===== src/rtl/control_macros.sv =====
// Pipeline-wide control encodings shared by the fetch PC mux and its controller.
`ifndef CONTROL_MACROS_SV
`define CONTROL_MACROS_SV

`define PC_SRC_SEQ_F    2'd0
`define PC_SRC_PRED_F   2'd1
`define PC_SRC_SEQ_E    2'd2
`define PC_SRC_TARGET_E 2'd3

`endif


===== src/rtl/fetch_ctrl_pkg.sv =====
// Shared types and constants for the fetch-stage PC sequencing controller.
// Holds the miss FSM state encoding and the default miss timeout.
package fetch_ctrl_pkg;

  typedef enum logic [1:0] {
    RUN       = 2'd0,
    MISS_WAIT = 2'd1,
    ABORT     = 2'd2
  } fetch_ctrl_state_t;

  localparam logic [7:0] MISS_TIMEOUT_DEFAULT = 8'd255;

  function automatic logic [31:0] sat_inc32(input logic [31:0] value);
    return (value == 32'hFFFF_FFFF) ? value : value + 32'd1;
  endfunction

endpackage


===== src/rtl/miss_timer.sv =====
// 8-bit saturating cycle counter used to time instruction-cache misses.
// Clear wins over enable; match reports equality with the compare value.
module miss_timer (
  input  logic       clk_i,
  input  logic       reset_i,
  input  logic       clear,
  input  logic       enable,
  input  logic [7:0] cmp_value,
  output logic       match
);

  logic [7:0] count;

  // Counter holds at 255 so a stuck miss cannot wrap back to a match.
  always_ff @(posedge clk_i or posedge reset_i) begin
    if (reset_i) begin
      count <= 8'd0;
    end else if (clear) begin
      count <= 8'd0;
    end else if (enable && (count != 8'hFF)) begin
      count <= count + 8'd1;
    end
  end

  assign match = (count == cmp_value);

endmodule


===== src/rtl/fetch_controller.sv =====
// Fetch-stage PC source / stall sequencer with an icache-miss FSM (RUN, MISS_WAIT, ABORT).
// Define FETCH_CTRL_PERF_EN to add redirect and miss-cycle performance counters.
`ifndef CONTROL_MACROS_SV
`include "control_macros.sv"
`endif

module fetch_controller
  import fetch_ctrl_pkg::*;
#(
  parameter logic [7:0] MISS_TIMEOUT = MISS_TIMEOUT_DEFAULT
) (
  input  logic        clk_i,
  input  logic        reset_i,
  input  logic        pred_taken_fi_i,
  input  logic        mispredict_ex_i,
  input  logic        branch_taken_ex_i,
  input  logic        hazard_stall_fi_i,
  input  logic        ic_miss_i,
  input  logic        ic_ready_i,
  output logic [1:0]  pc_src_o,
  output logic        stall_fi_o,
  output logic        flush_de_o,
  output logic        ic_abort_o,
  output logic        timeout_o,
  output logic        busy_o
`ifdef FETCH_CTRL_PERF_EN
  ,
  output logic [31:0] perf_redirects_o,
  output logic [31:0] perf_miss_cycles_o
`endif
);

  fetch_ctrl_state_t state, next_state;
  logic busy_q;
  logic timeout_done;
  logic timer_clear;
  logic timer_match;
  logic timeout_hit;
  logic [1:0] pc_src;
  logic stall, flush, abort;

  miss_timer u_miss_timer (
    .clk_i     (clk_i),
    .reset_i   (reset_i),
    .clear     (timer_clear),
    .enable    (state == MISS_WAIT),
    .cmp_value (MISS_TIMEOUT),
    .match     (timer_match)
  );

  // A redirect from EX always wins: the PC must load it, so stall is dropped that cycle.
  always_comb begin
    next_state  = state;
    timer_clear = 1'b0;
    stall       = 1'b0;
    abort       = 1'b0;
    flush       = mispredict_ex_i;

    if (mispredict_ex_i) begin
      pc_src = branch_taken_ex_i ? `PC_SRC_TARGET_E : `PC_SRC_SEQ_E;
    end else if (pred_taken_fi_i) begin
      pc_src = `PC_SRC_PRED_F;
    end else begin
      pc_src = `PC_SRC_SEQ_F;
    end

    case (state)
      RUN: begin
        stall = !mispredict_ex_i && (hazard_stall_fi_i || ic_miss_i);
        if (ic_miss_i && !mispredict_ex_i) begin
          next_state  = MISS_WAIT;
          timer_clear = 1'b1;
        end
      end
      MISS_WAIT: begin
        if (ic_ready_i) begin
          stall      = !mispredict_ex_i;
          next_state = RUN;
        end else if (mispredict_ex_i) begin
          abort      = 1'b1;
          next_state = ABORT;
        end else begin
          stall = 1'b1;
        end
      end
      ABORT: begin
        stall = 1'b1;
        if (ic_ready_i) begin
          next_state = RUN;
        end
      end
      default: next_state = RUN;
    endcase
  end

  // Timeout fires once per miss; the sticky flag stops repeats once the counter saturates.
  assign timeout_hit = (state == MISS_WAIT) && (MISS_TIMEOUT != 8'd0)
                       && timer_match && !timeout_done;

  always_ff @(posedge clk_i or posedge reset_i) begin
    if (reset_i) begin
      state        <= RUN;
      busy_q       <= 1'b0;
      timeout_done <= 1'b0;
    end else begin
      state  <= next_state;
      busy_q <= (next_state != RUN);
      if (timer_clear) begin
        timeout_done <= 1'b0;
      end else if (timeout_hit) begin
        timeout_done <= 1'b1;
      end
    end
  end

  // While reset is held the outputs show their idle values regardless of inputs.
  assign pc_src_o   = reset_i ? `PC_SRC_SEQ_F : pc_src;
  assign stall_fi_o = stall && !reset_i;
  assign flush_de_o = flush && !reset_i;
  assign ic_abort_o = abort && !reset_i;
  assign timeout_o  = timeout_hit && !reset_i;
  assign busy_o     = busy_q;

`ifdef FETCH_CTRL_PERF_EN
  logic [31:0] perf_redirects_q, perf_miss_cycles_q;

  always_ff @(posedge clk_i or posedge reset_i) begin
    if (reset_i) begin
      perf_redirects_q   <= 32'd0;
      perf_miss_cycles_q <= 32'd0;
    end else begin
      if (mispredict_ex_i) begin
        perf_redirects_q <= sat_inc32(perf_redirects_q);
      end
      if (state != RUN) begin
        perf_miss_cycles_q <= sat_inc32(perf_miss_cycles_q);
      end
    end
  end

  assign perf_redirects_o   = perf_redirects_q;
  assign perf_miss_cycles_o = perf_miss_cycles_q;
`endif

endmodule

===== config.mk =====
export PLATFORM = sky130hd
export DESIGN_NAME = fetch_controller
export DESIGN_NICKNAME = d
export VERILOG_FILES = /design/src/rtl/fetch_ctrl_pkg.sv /design/src/rtl/miss_timer.sv /design/src/rtl/fetch_controller.sv
export VERILOG_INCLUDE_DIRS = /design/src /design/src/rtl
export SDC_FILE = /design/constraint.sdc
export NUM_CORES = 1
export LEC_CHECK = 0
export ABC_AREA = 1
export CAP_MARGIN = 20
export CORE_AREA = 2 2 50 52
export DETAILED_ROUTE_END_ITERATION = 12
export DIE_AREA = 0 0 52 54
export DONT_BUFFER_PORTS = 1
export PLACE_DENSITY = 0.49
export SLEW_MARGIN = 10
export SYNTH_ARGS = -nofsm -noshare
export SYNTH_HDL_FRONTEND = slang
export SYNTH_SLANG_ARGS = --single-unit

===== constraint.sdc =====
create_clock -name clk_i -period 1.4 [get_ports clk_i]
set_clock_uncertainty 0.15 [all_clocks]
set_input_delay 0.28 -clock clk_i [delete_from_list [all_inputs] [get_ports clk_i]]
set_output_delay 0.28 -clock clk_i [all_outputs]
set_load 0.02 [all_outputs]

; ---- Word-level counts from Yosys, hierarchy flattened
; Index checks and enable logic that the tools add are counted.
[totals]
output_inout_bits = 7
reg_bits = 12
[classes]
n_eq_ne = 4
mux = 21
n_reduce_logical = 17
add_sub_neg = 1
[ops]
columns = cell, n
row1 = 2-to-1 mux 8 bit, 2
row2 = 2-to-1 mux 2 bit, 6
row3 = 2-to-1 mux 1 bit, 11
row4 = logical AND 1 bit, 9
row5 = adder 8 x 1 -> 8 bit (second input constant), 1
row6 = == test 8 bit (second input constant), 1
row7 = inequality test 8 bit (second input constant), 1
row8 = case mux 2 bit (3 select lines), 1
row9 = nonzero test 2 bit, 3
row10 = logical NOT 1 bit, 3
row11 = case mux 1 bit (3 select lines), 1
row12 = == test 2 x 1 -> 1 bit (second input constant), 1
row13 = == test 2 bit (second input constant), 1
row14 = logical NOT 2 bit, 1
row15 = logical OR 1 bit, 1

; ---- Depth between registers and ports, before layout
; Gate-level depths: netlist (run 1).
[depth]
depth_word = 5
ltp_mapped = 9

; ---- Cells and area by module
; Synthesis (run 1) repeated with hierarchy kept, for this count alone.
[hier_totals]
hier_cells = 121
area_unflattened_um2 = 833.3
[modules_own_cells]
columns = module, seq_area_each_um2, cells_per_inst, instances, area_each_um2
row1 = miss_timer, 200.2, 79, 1, 568.0
row2 = fetch_controller, 100.1, 42, 1, 265.3

; ---- Worst setup path before layout (run 1)
; Ideal clock, no wire load.
[synth_timing]
path_kind = register to output
from = reg u_miss_timer.count[1]
to = out timeout_o
path_slack_ps = -322
arrival_ps = 1292
n_path_buf = 0
path_stages_with_launch = 6
cell_sequence = dfrtp_1 ha_1 nand2_2 nor2_4 nand3_1 nor3_1
[synth_between]
elab_chain_cells = 4
[synth_rtl]
columns = element, line
row1 = from (decl), miss_timer.sv:12  ; logic [7:0] count;
row2 = from (signal assigned), miss_timer.sv:21  ; count <= count + 8'd1;
row3 = == test 8 bit, miss_timer.sv:25  ; assign match = (count == cmp_value);
row4 = logical AND 1 bit (2 in a row), fetch_controller.sv:98  ; && timer_match && !timeout_done;
row5 = logical AND 1 bit, fetch_controller.sv:121  ; assign timeout_o = timeout_hit && !reset_i;
row6 = to (decl), fetch_controller.sv:24  ; output logic timeout_o,
; Every way passes these cells.

; ---- Worst setup path in the final report (run 1)
; Ends and elaborated chain as after synthesis.

==> results of run 1 <==
[power by group]
group / internal, mW / switching (mW)
sequential: 0.407 / 0.0445
combinational: 0.218 / 0.228
clock: 0.158 / 0.131
total: 0.783 / 0.404
[cell type report]
cell class	count	area, µm²
clock buffer	4	36.28
tap	30	37.54
fill	221	1141
multi-input combinational	72	483.0
sequential	12	301.5
inverter	16	65.06
timing repair buffer	29	255.2
[state kept, by name (all words and copies together), names as in the netlist]
signal / count
state: 2
busy_o: 1
u_miss_timer.count: 8
timeout_done: 1
[cell usage in the layout (no fill, tap or decap)]
cell / count
sky130_fd_sc_hd__a21oi_1: 1
sky130_fd_sc_hd__a21oi_4: 2
sky130_fd_sc_hd__buf_4: 18
sky130_fd_sc_hd__buf_6: 8
sky130_fd_sc_hd__clkbuf_4: 3
sky130_fd_sc_hd__clkbuf_8: 1
sky130_fd_sc_hd__dfrtp_1: 11
sky130_fd_sc_hd__dfrtp_2: 1
sky130_fd_sc_hd__dlygate4sd3_1: 3
sky130_fd_sc_hd__ha_2: 1
sky130_fd_sc_hd__inv_1: 12
sky130_fd_sc_hd__inv_2: 2
sky130_fd_sc_hd__inv_4: 2
sky130_fd_sc_hd__nand2_1: 27
sky130_fd_sc_hd__nand2_2: 2
sky130_fd_sc_hd__nand2_4: 2
sky130_fd_sc_hd__nand3_1: 5
sky130_fd_sc_hd__nand3_2: 3
sky130_fd_sc_hd__nand3_4: 1
sky130_fd_sc_hd__nand4_1: 2
sky130_fd_sc_hd__nor2_1: 8
sky130_fd_sc_hd__nor2_2: 2
sky130_fd_sc_hd__nor2_4: 3
sky130_fd_sc_hd__nor2_8: 1
sky130_fd_sc_hd__nor3_4: 2
sky130_fd_sc_hd__o21ai_0: 2
sky130_fd_sc_hd__o21ai_1: 2
sky130_fd_sc_hd__o21ai_2: 1
sky130_fd_sc_hd__o22ai_1: 1
sky130_fd_sc_hd__o31ai_4: 1
sky130_fd_sc_hd__or2_1: 1
sky130_fd_sc_hd__xor2_1: 2
[worst register-to-register path, delay by kind of cell, from the launching register on]
| family | cells | cell delay, ns |
|---|---|---|
| AND/OR/NAND/NOR | 7 | 0.52 |
| flip-flops | 1 | 0.39 |
| buffers and inverters | 3 | 0.30 |
| adder cells (fa/ha/maj) | 1 | 0.19 |
[final timing paths]
kind	start	to	slack, ns	depth (start not counted)
max reg2reg	u_miss_timer.count[0]$_DFFE_PP0P_	u_miss_timer.count[6]$_DFFE_PP0P_	-0.23	11
max in group asynchronous	reset_i	state[1]$_DFF_PP0_	0.62	3
min reg2reg	timeout_done$_DFFE_PP0P_	timeout_done$_DFFE_PP0P_	0.41	2
min in group asynchronous	reset_i	state[1]$_DFF_PP0_	0.31	3
max	u_miss_timer.count[1]$_DFFE_PP0P_	timeout_o	-0.41	5
min	ic_miss_i	timeout_done$_DFFE_PP0P_	0.16	3
[stage by stage]
stage                     cell area (µm²)  worst slack [ns]
after floorplan                     783.3           -0.1217
after global placement              925.9           -0.1338
after detailed placement            925.9           -0.1442
after CTS                            1131           -0.4215
after global routing                 1179           -0.5275
final                                1179           -0.4066
[kinds of logic after synthesis]
group,Yosys count
fa+ha+maj,1
compound gates,10
buf+inv,17
simple gates,59
xor+xnor,2
flops,12
[per-layer routing]
| metal | global-route usage [%] | wire length, µm |
|---|---|---|
| met5 | 0 | 0 |
| met4 | 5.263 | 34 |
| met3 | 6.389 | 90 |
| met2 | 28.27 | 1034 |
| met1 | 16.41 | 815 |
[repair_timing]
item                                    in CTS  in global routing
pin swaps                                   11                  6
cloned                                       0                  0
gates resized for setup                     21                  4
endpoints found under the hold margin       14                  0
setup buffers                               10                  4
endpoints found under the setup margin      10                 13
hold buffers                                 3                  0
==> parameters.txt, run 1 <==
Parameter                              Value

Yosys
  Yosys Warn Count    0
  Arithmetic-cell share of the synthesized area counting full adders, half adders and majority gates    approximately 1.7%
  Top_reg_cell synth    sky130_fd_sc_hd__dfrtp_1
  Synth Area in Compound Gates    under 10%
  Portion of synthesized cell area occupied by the leading cell type    39.80%
  Syn nets    between 100 and 150
  Number of storage elements in the synthesis netlist    12
  Synth Area in Simple Gates    39.30%
  Synth top area cells    sky130_fd_sc_hd__dfrtp_1 (40%), sky130_fd_sc_hd__nand2_1 (14%), sky130_fd_sc_hd__inv_1 (6.5%)
  Cell type with the highest aggregate area in the netlist    sky130_fd_sc_hd__dfrtp_1
  Synthesized area    between 700 and 800 µm²
  Number of flops mapped to enable cells by yosys    0
  Sequential share of the synthesized area    between 30% and 40%
  Distinct cell type count after synthesis    25
  Top cells by instance count after synthesis    sky130_fd_sc_hd__nand2_1 (28), sky130_fd_sc_hd__inv_1 (13), sky130_fd_sc_hd__dfrtp_1 (12)
  Most instantiated library cell after synthesis    sky130_fd_sc_hd__nand2_1
  Cells after Synth    approximately 100
  Combinational family with the most area after synthesis    simple AND/OR/NAND/NOR gates
  Proportion of synthesized area in mux cells    0%
  Synthesized area divided by synthesized cell count    7.470 µm²
  Fraction of registers with async set or reset after synthesis    between 90% and 100%
  XOR/XNOR Fraction of Synth Area    under 10%

Power and ir drop
  Worst IR drop on VDD    around 770 µV
  Ratio of total power to cell area    roughly 1000 nW/µm²
  Leak Pwr    around 0.56 nW
  Total power of the final layout    1.187 mW

Floorplan
  Die width    52 µm
  Row count    18
  Top-level port count    15
  Core ar.    about 2300 µm²
  Initial standard-cell utilization of the core    between 30% and 40%
  Die height    54 µm
  Total die area    between 2000 and 3000 µm²

CTS
  Number of clock buffers inserted by TritonCTS    3
  Clock slew seen by the registers of the worst setup and hold paths    roughly 0.080 ns
  Clock network latency to the later pin of the worst-skew pair    ~0.28 ns
  TritonCTS Sinks    12
  H-tree depth reported by CTS    1
  Clock root cell    sky130_fd_sc_hd__clkbuf_4
  Deepest clock path buffer count    2
  CTS tree    built

Route
  Total wire length    about 2000 µm
  Number of DRC markers in iteration 0    7
  1st-pass router iterations    4
  Via count    750
  Number of design rule violations left after detail routing    0
  Number of nets with antenna violations after detailed routing    0
  Avg WL per Cell    about 12 µm
  Drt via density    4.601

Timing
  Period minus WS final    about 1.8 ns
  Unrepaired setup endpoints after global routing    yes
  Final worst slack    -0.4066 ns
  Highest Clock Rate    around 550 MHz
  Headroom to the max-slew limit    between 80% and 90%
  Setup TNS Final    -2.554 ns
  Hold Violations, Final    0
  Final number of max-transition violations    0
  Final Setup Violations    12
  Transition at the pin with the smallest max-transition slack    around 0.26 ns
  Hold Worst Slack    0.1597 ns
  Final clock period utilization by the worst path    129.0%

Critical path
  Arrival @ worst endpoint    roughly 1.4 ns
  Data required time of the critical path    approximately 0.97 ns
  Stage delay of the slowest cell on the critical path    approximately 0.36 ns
  Critical-path cell with the highest stage delay    sky130_fd_sc_hd__dfrtp_1
  Critical-path maximum fanout    2
  Critical Path Source Type    register
  Kind of capture point of the worst setup path    primary output
  Class of the most critical setup path    reg -> out
  Cell chain of the critical path    ha_2 > nand2_2 > nor2_4 > nand3_1 > nor3_4
  Crit path buf inv count    0
  Cell family with the largest share of critical-path delay    simple AND/OR/NAND/NOR gates

Global route
  Number of global-route vias before repair    around 740
  First-pass GRT wire length    3056 µm
  Maximum number of pins on one net before global-route repair    13
  GRT Overall Usage    15.63%
  Initial antenna violation count    0
  Overflow left after global routing    0

Place
  Final weighted congestion in routability-driven placement    roughly 0.8
  Port bufs    0
  Number of placed instances, taps included    around 150
  HPWL after DPL    between 1000 and 1500 µm

Min path
  Worst min-delay path category    in -> reg

Finish
  Final core area utilization    around half
  Final Instance Count excl. Fillers    163
  Fraction of final layout cells sized beyond drive strength 1    42.11%
  Area growth from synthesis to layout    56.22%
  Final-stage net count    143
  Number of diodes    0

Job
  Max-capacitance violation count    0

Outcome
  Violations in the final reports    setup timing
  Outcome    finished, violations left
Note: power is estimated with default switching activity, not from simulation.
==> inputs of run 2 (changes only) <==
--- a/config.mk
+++ b/config.mk
@@ -6,13 +6,13 @@
 export SDC_FILE = /design/constraint.sdc
 export NUM_CORES = 1
 export LEC_CHECK = 0
-export ABC_AREA = 1
 export CAP_MARGIN = 20
-export CORE_AREA = 2 2 50 52
+export CORE_AREA = 2 2 49 51
 export DETAILED_ROUTE_END_ITERATION = 12
-export DIE_AREA = 0 0 52 54
+export DIE_AREA = 0 0 51 53
 export DONT_BUFFER_PORTS = 1
-export PLACE_DENSITY = 0.49
+export PLACE_DENSITY = 0.5
+export RECOVER_POWER = 50
 export SLEW_MARGIN = 10
 export SYNTH_ARGS = -nofsm -noshare
 export SYNTH_HDL_FRONTEND = slang
==> parameters.txt, run 2 <==
Parameter                              Value

Timing
  Highest Clock Rate    approximately 520 MHz
  Hold Worst Slack    0.1118 ns
  Final clock period utilization by the worst path    136.1%
  Final worst slack    -0.5048 ns
  Hold Violations, Final    0
  Final number of max-transition violations    0
  Headroom to the max-slew limit    about two thirds
  Setup TNS Final    -3.383 ns
  Period minus WS final    ~1.9 ns
  Unrepaired setup endpoints after global routing    yes
  Final Setup Violations    13
  Transition at the pin with the smallest max-transition slack    between 0.5 and 0.6 ns

Critical path
  Critical Path Source Type    register
  Data required time of the critical path    around 0.97 ns
  Class of the most critical setup path    reg -> out
  Arrival @ worst endpoint    1.47 ns
  Critical-path maximum fanout    2
  Worst reg2reg setup slack    -0.25 ns
  Kind of capture point of the worst setup path    primary output

Global route
  Overflow left after global routing    0
  Number of global-route vias before repair    approximately 730
  First-pass GRT wire length    between 3000 and 4000 µm
  Maximum number of pins on one net before global-route repair    13
  Initial antenna violation count    0
  GRT Overall Usage    between 10% and 20%

Yosys
  Most instantiated library cell after synthesis    sky130_fd_sc_hd__dfrtp_1
  Top_reg_cell synth    sky130_fd_sc_hd__dfrtp_1
  Arithmetic-cell share of the synthesized area counting full adders, half adders and majority gates    about 1.7%
  Cell type with the highest aggregate area in the netlist    sky130_fd_sc_hd__dfrtp_1
  Number of storage elements in the synthesis netlist    12
  Combinational family with the most area after synthesis    simple AND/OR/NAND/NOR gates
  Sequential share of the synthesized area    roughly two fifths
  Synth Area in Simple Gates    about a quarter
  Top cells by instance count after synthesis    sky130_fd_sc_hd__dfrtp_1 (12), sky130_fd_sc_hd__nand2_1 (9), sky130_fd_sc_hd__mux2i_1 (8)
  Synthesized area divided by synthesized cell count    9.826 µm²
  Yosys Warn Count    0
  Portion of synthesized cell area occupied by the leading cell type    between 40 and 50%
  Synth top area cells    sky130_fd_sc_hd__dfrtp_1 (41%), sky130_fd_sc_hd__mux2i_1 (11%), sky130_fd_sc_hd__o2111ai_1 (4.8%)
  Fraction of registers with async set or reset after synthesis    between 90% and 100%
  Cells after Synth    75
  Synthesized area    737.0 µm²
  Number of flops mapped to enable cells by yosys    0
  XOR/XNOR Fraction of Synth Area    0%
  Syn nets    84
  Synth Area in Compound Gates    between 10% and 20%
  Distinct cell type count after synthesis    30
  Proportion of synthesized area in mux cells    ~11%

CTS
  Clock root cell    sky130_fd_sc_hd__clkbuf_4
  Number of clock buffers inserted by TritonCTS    3
  H-tree depth reported by CTS    1
  TritonCTS Sinks    12
  Clock slew seen by the registers of the worst setup and hold paths    about 0.080 ns
  Deepest clock path buffer count    2
  Clock network latency to the later pin of the worst-skew pair    0.27 ns
  CTS tree    built

Min path
  Worst min-delay path category    in -> reg

Finish
  Register ranked first by flip-flop count    u_miss_timer.count
  Area growth from synthesis to layout    55.69%
  Largest registers    u_miss_timer.count: 8 flops, state: 2 flops
  Final core area utilization    a little over half
  Final-stage net count    about 110
  Cell area after layout    between 1000 and 1500 µm²
  Commonest cells after routing, fill and taps aside    sky130_fd_sc_hd__buf_4 (19), sky130_fd_sc_hd__dfrtp_1 (12), sky130_fd_sc_hd__mux2i_1 (8)
  Flip-flop count of the largest register, all copies and words added    8
  Final Instance Count excl. Fillers    between 100 and 150
  Number of diodes    0
  Fraction of final layout cells sized beyond drive strength 1    around half
  Most common cell after layout, fill and taps aside    sky130_fd_sc_hd__buf_4

Place
  Final weighted congestion in routability-driven placement    about 0.65
  Number of placed instances, taps included    about 120
  Port bufs    0
  Post-placement worst setup slack    -0.2785 ns
  Post-Place Cell Area    939.7 µm²
  HPWL after DPL    between 1000 and 1500 µm

Floorplan
  Die width    around 50 µm
  Row count    17
  Initial standard-cell utilization of the core    34.30%
  Top-level port count    15
  Core ar.    about 2100 µm²
  Die height    about 53 µm
  Total die area    roughly 2700 µm²

Route
  DR WL met2    about 1200 µm
  Drt via density    about 5.3
  Detail Route met3 WL    between 70 and 80 µm
  Number of nets with antenna violations after detailed routing    0
  Number of DRC markers in iteration 0    10
  Number of design rule violations left after detail routing    0
  1st-pass router iterations    5
  Total wire length    around 2200 µm
  Uppermost signal routing layer after detailed routing    met4
  Avg WL per Cell    between 15 and 20 µm
  Sum of routed wire segments on met1    around 900 µm
  Via count    696

Outcome
  Outcome    finished, violations left
  Violations in the final reports    setup timing

Power and ir drop
  Total power of the final layout    approximately 1.1 mW
  Leak Pwr    0.5711 nW
  Worst IR drop on VDD    683.2 µV
  Ratio of total power to cell area    between 900 and 1000 nW/µm²

Job
  Max-capacitance violation count    0
==> run 2: changes by cell type after synthesis, moves of 7 or more <==
cell	delta
sky130_fd_sc_hd__nand2_1	-19
sky130_fd_sc_hd__inv_1	-9
sky130_fd_sc_hd__nor2_1	-9
sky130_fd_sc_hd__mux2i_1	+8
sky130_fd_sc_hd__nand3_1	-7
==> run 2: cell type report <==
type | count | area [µm²]
Inverter | 4 | 15.01
Sequential cell | 12 | 300.3
Tap cell | 28 | 35.03
Clock buffer | 4 | 36.28
Multi-Input combinational cell | 56 | 528.0
Fill cell | 199 | 1001
Timing Repair Buffer | 28 | 232.7
==> run 2: worst max-delay path, cell delays in order (launching register included) <==
cell and delay [ns]:
sky130_fd_sc_hd__dfrtp_1 0.40, sky130_fd_sc_hd__ha_4 0.16, sky130_fd_sc_hd__nand3_4 0.07, sky130_fd_sc_hd__or3_4 0.35, sky130_fd_sc_hd__nor3_4 0.23
==> run 2: timing repair <==
item                                    4_1_cts  5_1_grt
pin swaps                                    11        3
hold endpoints to repair                     15        0
gates resized for setup                      12       10
buffers inserted                              4        4
cloned                                        2        0
endpoints found under the setup margin       13       15
hold buffers                                  3        0
==> run 2: metal layers <==
metal  vias to the layer above  track usage, %
met2                        15           32.47
met4                         0           4.054
li1                        333               -
met1                       346           20.94
met5                         -               0
met3                         2           5.367
==> run 2: worst paths after layout <==
check                                                  startpoint                                end  cells after the start
worst max-delay path            u_miss_timer.count[1]$_DFFE_PP0P_                          timeout_o                      4
worst min-delay path                              mispredict_ex_i                 state[0]$_DFF_PP0_                      2
worst max register to register                 state[1]$_DFF_PP0_  u_miss_timer.count[3]$_DFFE_PP0P_                      5
worst min register to register           timeout_done$_DFFE_PP0P_           timeout_done$_DFFE_PP0P_                      2
max in group asynchronous                                 reset_i  u_miss_timer.count[3]$_DFFE_PP0P_                      2
min in group asynchronous                                 reset_i                 state[0]$_DFF_PP0_                      2
==> run 2: power breakdown <==
part / total [mW] / internal [mW] / switching, mW
sequential: 0.441 / 0.392 / 0.0486
combinational: 0.424 / 0.243 / 0.181
clock: 0.281 / 0.158 / 0.123
==> run 2: kinds of logic after synthesis <==
family,after synthesis
flip-flops,12
buffers and inverters,8
AND/OR/NAND/NOR,31
AO/OA/AOI/OAI,15
adder cells (fa/ha/maj),1
multiplexers,8
==> inputs of run 3 (changes only) <==
--- a/config.mk
+++ b/config.mk
@@ -6,13 +6,15 @@
 export SDC_FILE = /design/constraint.sdc
 export NUM_CORES = 1
 export LEC_CHECK = 0
+export ABC_AREA = 1
 export CAP_MARGIN = 20
-export CORE_AREA = 2 2 49 51
+export CORE_AREA = 2 2 50 52
 export DETAILED_ROUTE_END_ITERATION = 12
-export DIE_AREA = 0 0 51 53
+export DIE_AREA = 0 0 52 54
 export DONT_BUFFER_PORTS = 1
-export PLACE_DENSITY = 0.5
+export PLACE_DENSITY = 0.49
 export RECOVER_POWER = 50
+export REMOVE_ABC_BUFFERS = 1
 export SLEW_MARGIN = 10
 export SYNTH_ARGS = -nofsm -noshare
 export SYNTH_HDL_FRONTEND = slang
==> parameters.txt, run 3 (synthesis results as in run 1) <==
Parameter                              Value

CTS
  Clock slew seen by the registers of the worst setup and hold paths    0.07 ns
  Number of clock buffers inserted by TritonCTS    3
  Clock network latency to the later pin of the worst-skew pair    roughly 0.27 ns
  Deepest clock path buffer count    2
  CTS tree    built
  Clock root cell    sky130_fd_sc_hd__clkbuf_4
  TritonCTS Sinks    12
  H-tree depth reported by CTS    1

Power and ir drop
  Clock Power Share    19.8%
  Leak Pwr    between 0.5 and 0.6 nW
  Worst IR drop on VDD    roughly 700 µV
  Share of total power consumed by net switching    between 30% and 40%
  Relative contribution of sequential cells to total power    between 40% and 50%
  Power Internal    0.7067 mW
  Combinational share of power    approximately 40%
  Ratio of total power to cell area    between 900 and 1000 nW/µm²
  Switching power    0.3848 mW
  Total power of the final layout    roughly 1.1 mW

Route
  Number of DRC markers in iteration 0    11
  Via count    approximately 760
  Drt via density    approximately 4.6
  Total wire length    between 1500 and 2000 µm
  Number of design rule violations left after detail routing    0
  1st-pass router iterations    4
  Avg WL per Cell    about 11 µm
  Number of nets with antenna violations after detailed routing    0

Critical path
  Kind of capture point of the worst setup path    primary output
  Stage delay of the slowest cell on the critical path    around 0.37 ns
  Worst reg2reg setup slack    -0.20 ns
  Cell family with the largest share of critical-path delay    simple AND/OR/NAND/NOR gates
  Crit path buf inv count    1
  Class of the most critical setup path    reg -> out
  Data required time of the critical path    0.97 ns
  End of the worst register-to-register path    u_miss_timer.count[3]$_DFFE_PP0P_
  Arrival @ worst endpoint    approximately 1.4 ns
  Cell chain of the critical path    ha_2 > nand2_2 > nor2_4 > nand3_1 > nor3_1 > buf_4
  Critical-path cell with the highest stage delay    sky130_fd_sc_hd__dfrtp_1
  R2R depth    11
  Critical-path maximum fanout    3
  Critical Path Source Type    register
  Reg2reg start    u_miss_timer.count[0]$_DFFE_PP0P_

Floorplan
  Total die area    2808 µm²
  Die height    between 50 and 60 µm
  Top-level port count    15
  Die width    ~52 µm
  Row count    18
  Initial standard-cell utilization of the core    around 33%
  Core ar.    between 2000 and 2500 µm²

Timing
  Final number of max-transition violations    0
  Hold Worst Slack    between 0.1 and 0.15 ns
  Highest Clock Rate    between 500 and 600 MHz
  Final worst slack    -0.4480 ns
  Hold Violations, Final    0
  Final clock period utilization by the worst path    132.0%
  Transition at the pin with the smallest max-transition slack    around 0.68 ns
  Period minus WS final    ~1.8 ns
  Headroom to the max-slew limit    between 50% and 60%
  Final Setup Violations    12
  Unrepaired setup endpoints after global routing    yes
  Setup TNS Final    -2.283 ns

Global route
  Number of global-route vias before repair    731
  GRT Overall Usage    15.67%
  Initial antenna violation count    0
  First-pass GRT wire length    approximately 3200 µm
  Maximum number of pins on one net before global-route repair    13
  Overflow left after global routing    0

Job
  Max-capacitance violation count    0

Finish
  Area growth from synthesis to layout    47.60%
  Cell area after layout    between 1000 and 1500 µm²
  Most common cell after layout, fill and taps aside    sky130_fd_sc_hd__buf_4
  Final-stage net count    roughly 140
  Number of diodes    0
  Register ranked first by flip-flop count    u_miss_timer.count
  Largest registers    u_miss_timer.count: 8 flops, state: 2 flops
  Flip-flop count of the largest register, all copies and words added    8
  Final core area utilization    ~48%
  Fraction of final layout cells sized beyond drive strength 1    approximately 42%
  Commonest cells after routing, fill and taps aside    sky130_fd_sc_hd__buf_4 (25), sky130_fd_sc_hd__nand2_1 (22), sky130_fd_sc_hd__inv_1 (12)

Min path
  Launch point of the worst hold path    ic_miss_i
  Worst hold path cell count    2
  Worst min-delay path category    in -> reg
  Capture endpoint of the worst hold path    state[0]$_DFF_PP0_

Outcome
  Outcome    finished, violations left
  Violations in the final reports    setup timing

Place
  Post-Place Cell Area    934.6 µm²
  HPWL after DPL    1249 µm
  Port bufs    0
  Final weighted congestion in routability-driven placement    0.7801
run 3: cell types whose count changed in the layout (fill, tap and decap cells not counted), moves of 4 or more:
cell / change
sky130_fd_sc_hd__mux2i_1: -8
sky130_fd_sc_hd__nand2_1: +19
sky130_fd_sc_hd__buf_4: +6
sky130_fd_sc_hd__nand3_1: +6
sky130_fd_sc_hd__o2111ai_1: -4
sky130_fd_sc_hd__inv_1: +8
sky130_fd_sc_hd__nor2_1: +9
sky130_fd_sc_hd__buf_6: -4
run 3: final cells by class:
type | instances | area, µm²
sequential | 12 | 301.5
fill | 223 | 1206
multi-input combinational | 72 | 454.2
clock buffer | 3 | 22.52
timing repair buffer | 30 | 232.7
tap | 30 | 37.54
inverter | 16 | 65.06
run 3: timing repair:
action                                 CTS  global route
setup buffers                            6             4
setup endpoints to repair               10            12
resized for setup                       11            11
hold buffers                             3             0
pin swaps                                6            10
endpoints found under the hold margin   14             0
run 3: routing by layer:
metal	vias to the layer above	wire, µm	part of all wire (%)	track usage [%]
li1	385	-	-	-
met1	360	834	45	17.72
met2	8	949	51	28.06
met3	2	43	2.3	3.611
met4	0	15	0.81	7.018
met5	-	0	0	0
run 3: worst max-delay path by stage:
stage	startpoint	to	cells after the start
after detailed placement	u_miss_timer.count[0]$_DFFE_PP0P_	timeout_o	6
final	u_miss_timer.count[0]$_DFFE_PP0P_	timeout_o	6
after global routing	u_miss_timer.count[0]$_DFFE_PP0P_	timeout_o	6
after global placement	u_miss_timer.count[0]$_DFFE_PP0P_	timeout_o	6
after CTS	u_miss_timer.count[1]$_DFFE_PP0P_	timeout_o	6
after floorplan	u_miss_timer.count[1]$_DFFE_PP0P_	timeout_o	5
run 3: stage by stage:
| step | cells | worst slack (ns) |
|---|---|---|
| after floorplan | 100 | -0.3217 |
| after global placement | 150 | -0.1461 |
| final | 163 | -0.4480 |
| after CTS | 161 | -0.4369 |
| after detailed placement | 150 | -0.1680 |
| after global routing | 163 | -0.5451 |
run 3: power by group through the flow:
| stage | clock, mW | combinational [mW] | sequential (mW) |
|---|---|---|---|
| floorplan | 0 | 0.197 | 0.467 |
| global placement | 0 | 0.348 | 0.453 |
| detailed placement | 0 | 0.348 | 0.456 |
| CTS | 0.225 | 0.393 | 0.449 |
| global route | 0.236 | 0.472 | 0.458 |
| finish | 0.216 | 0.425 | 0.450 |
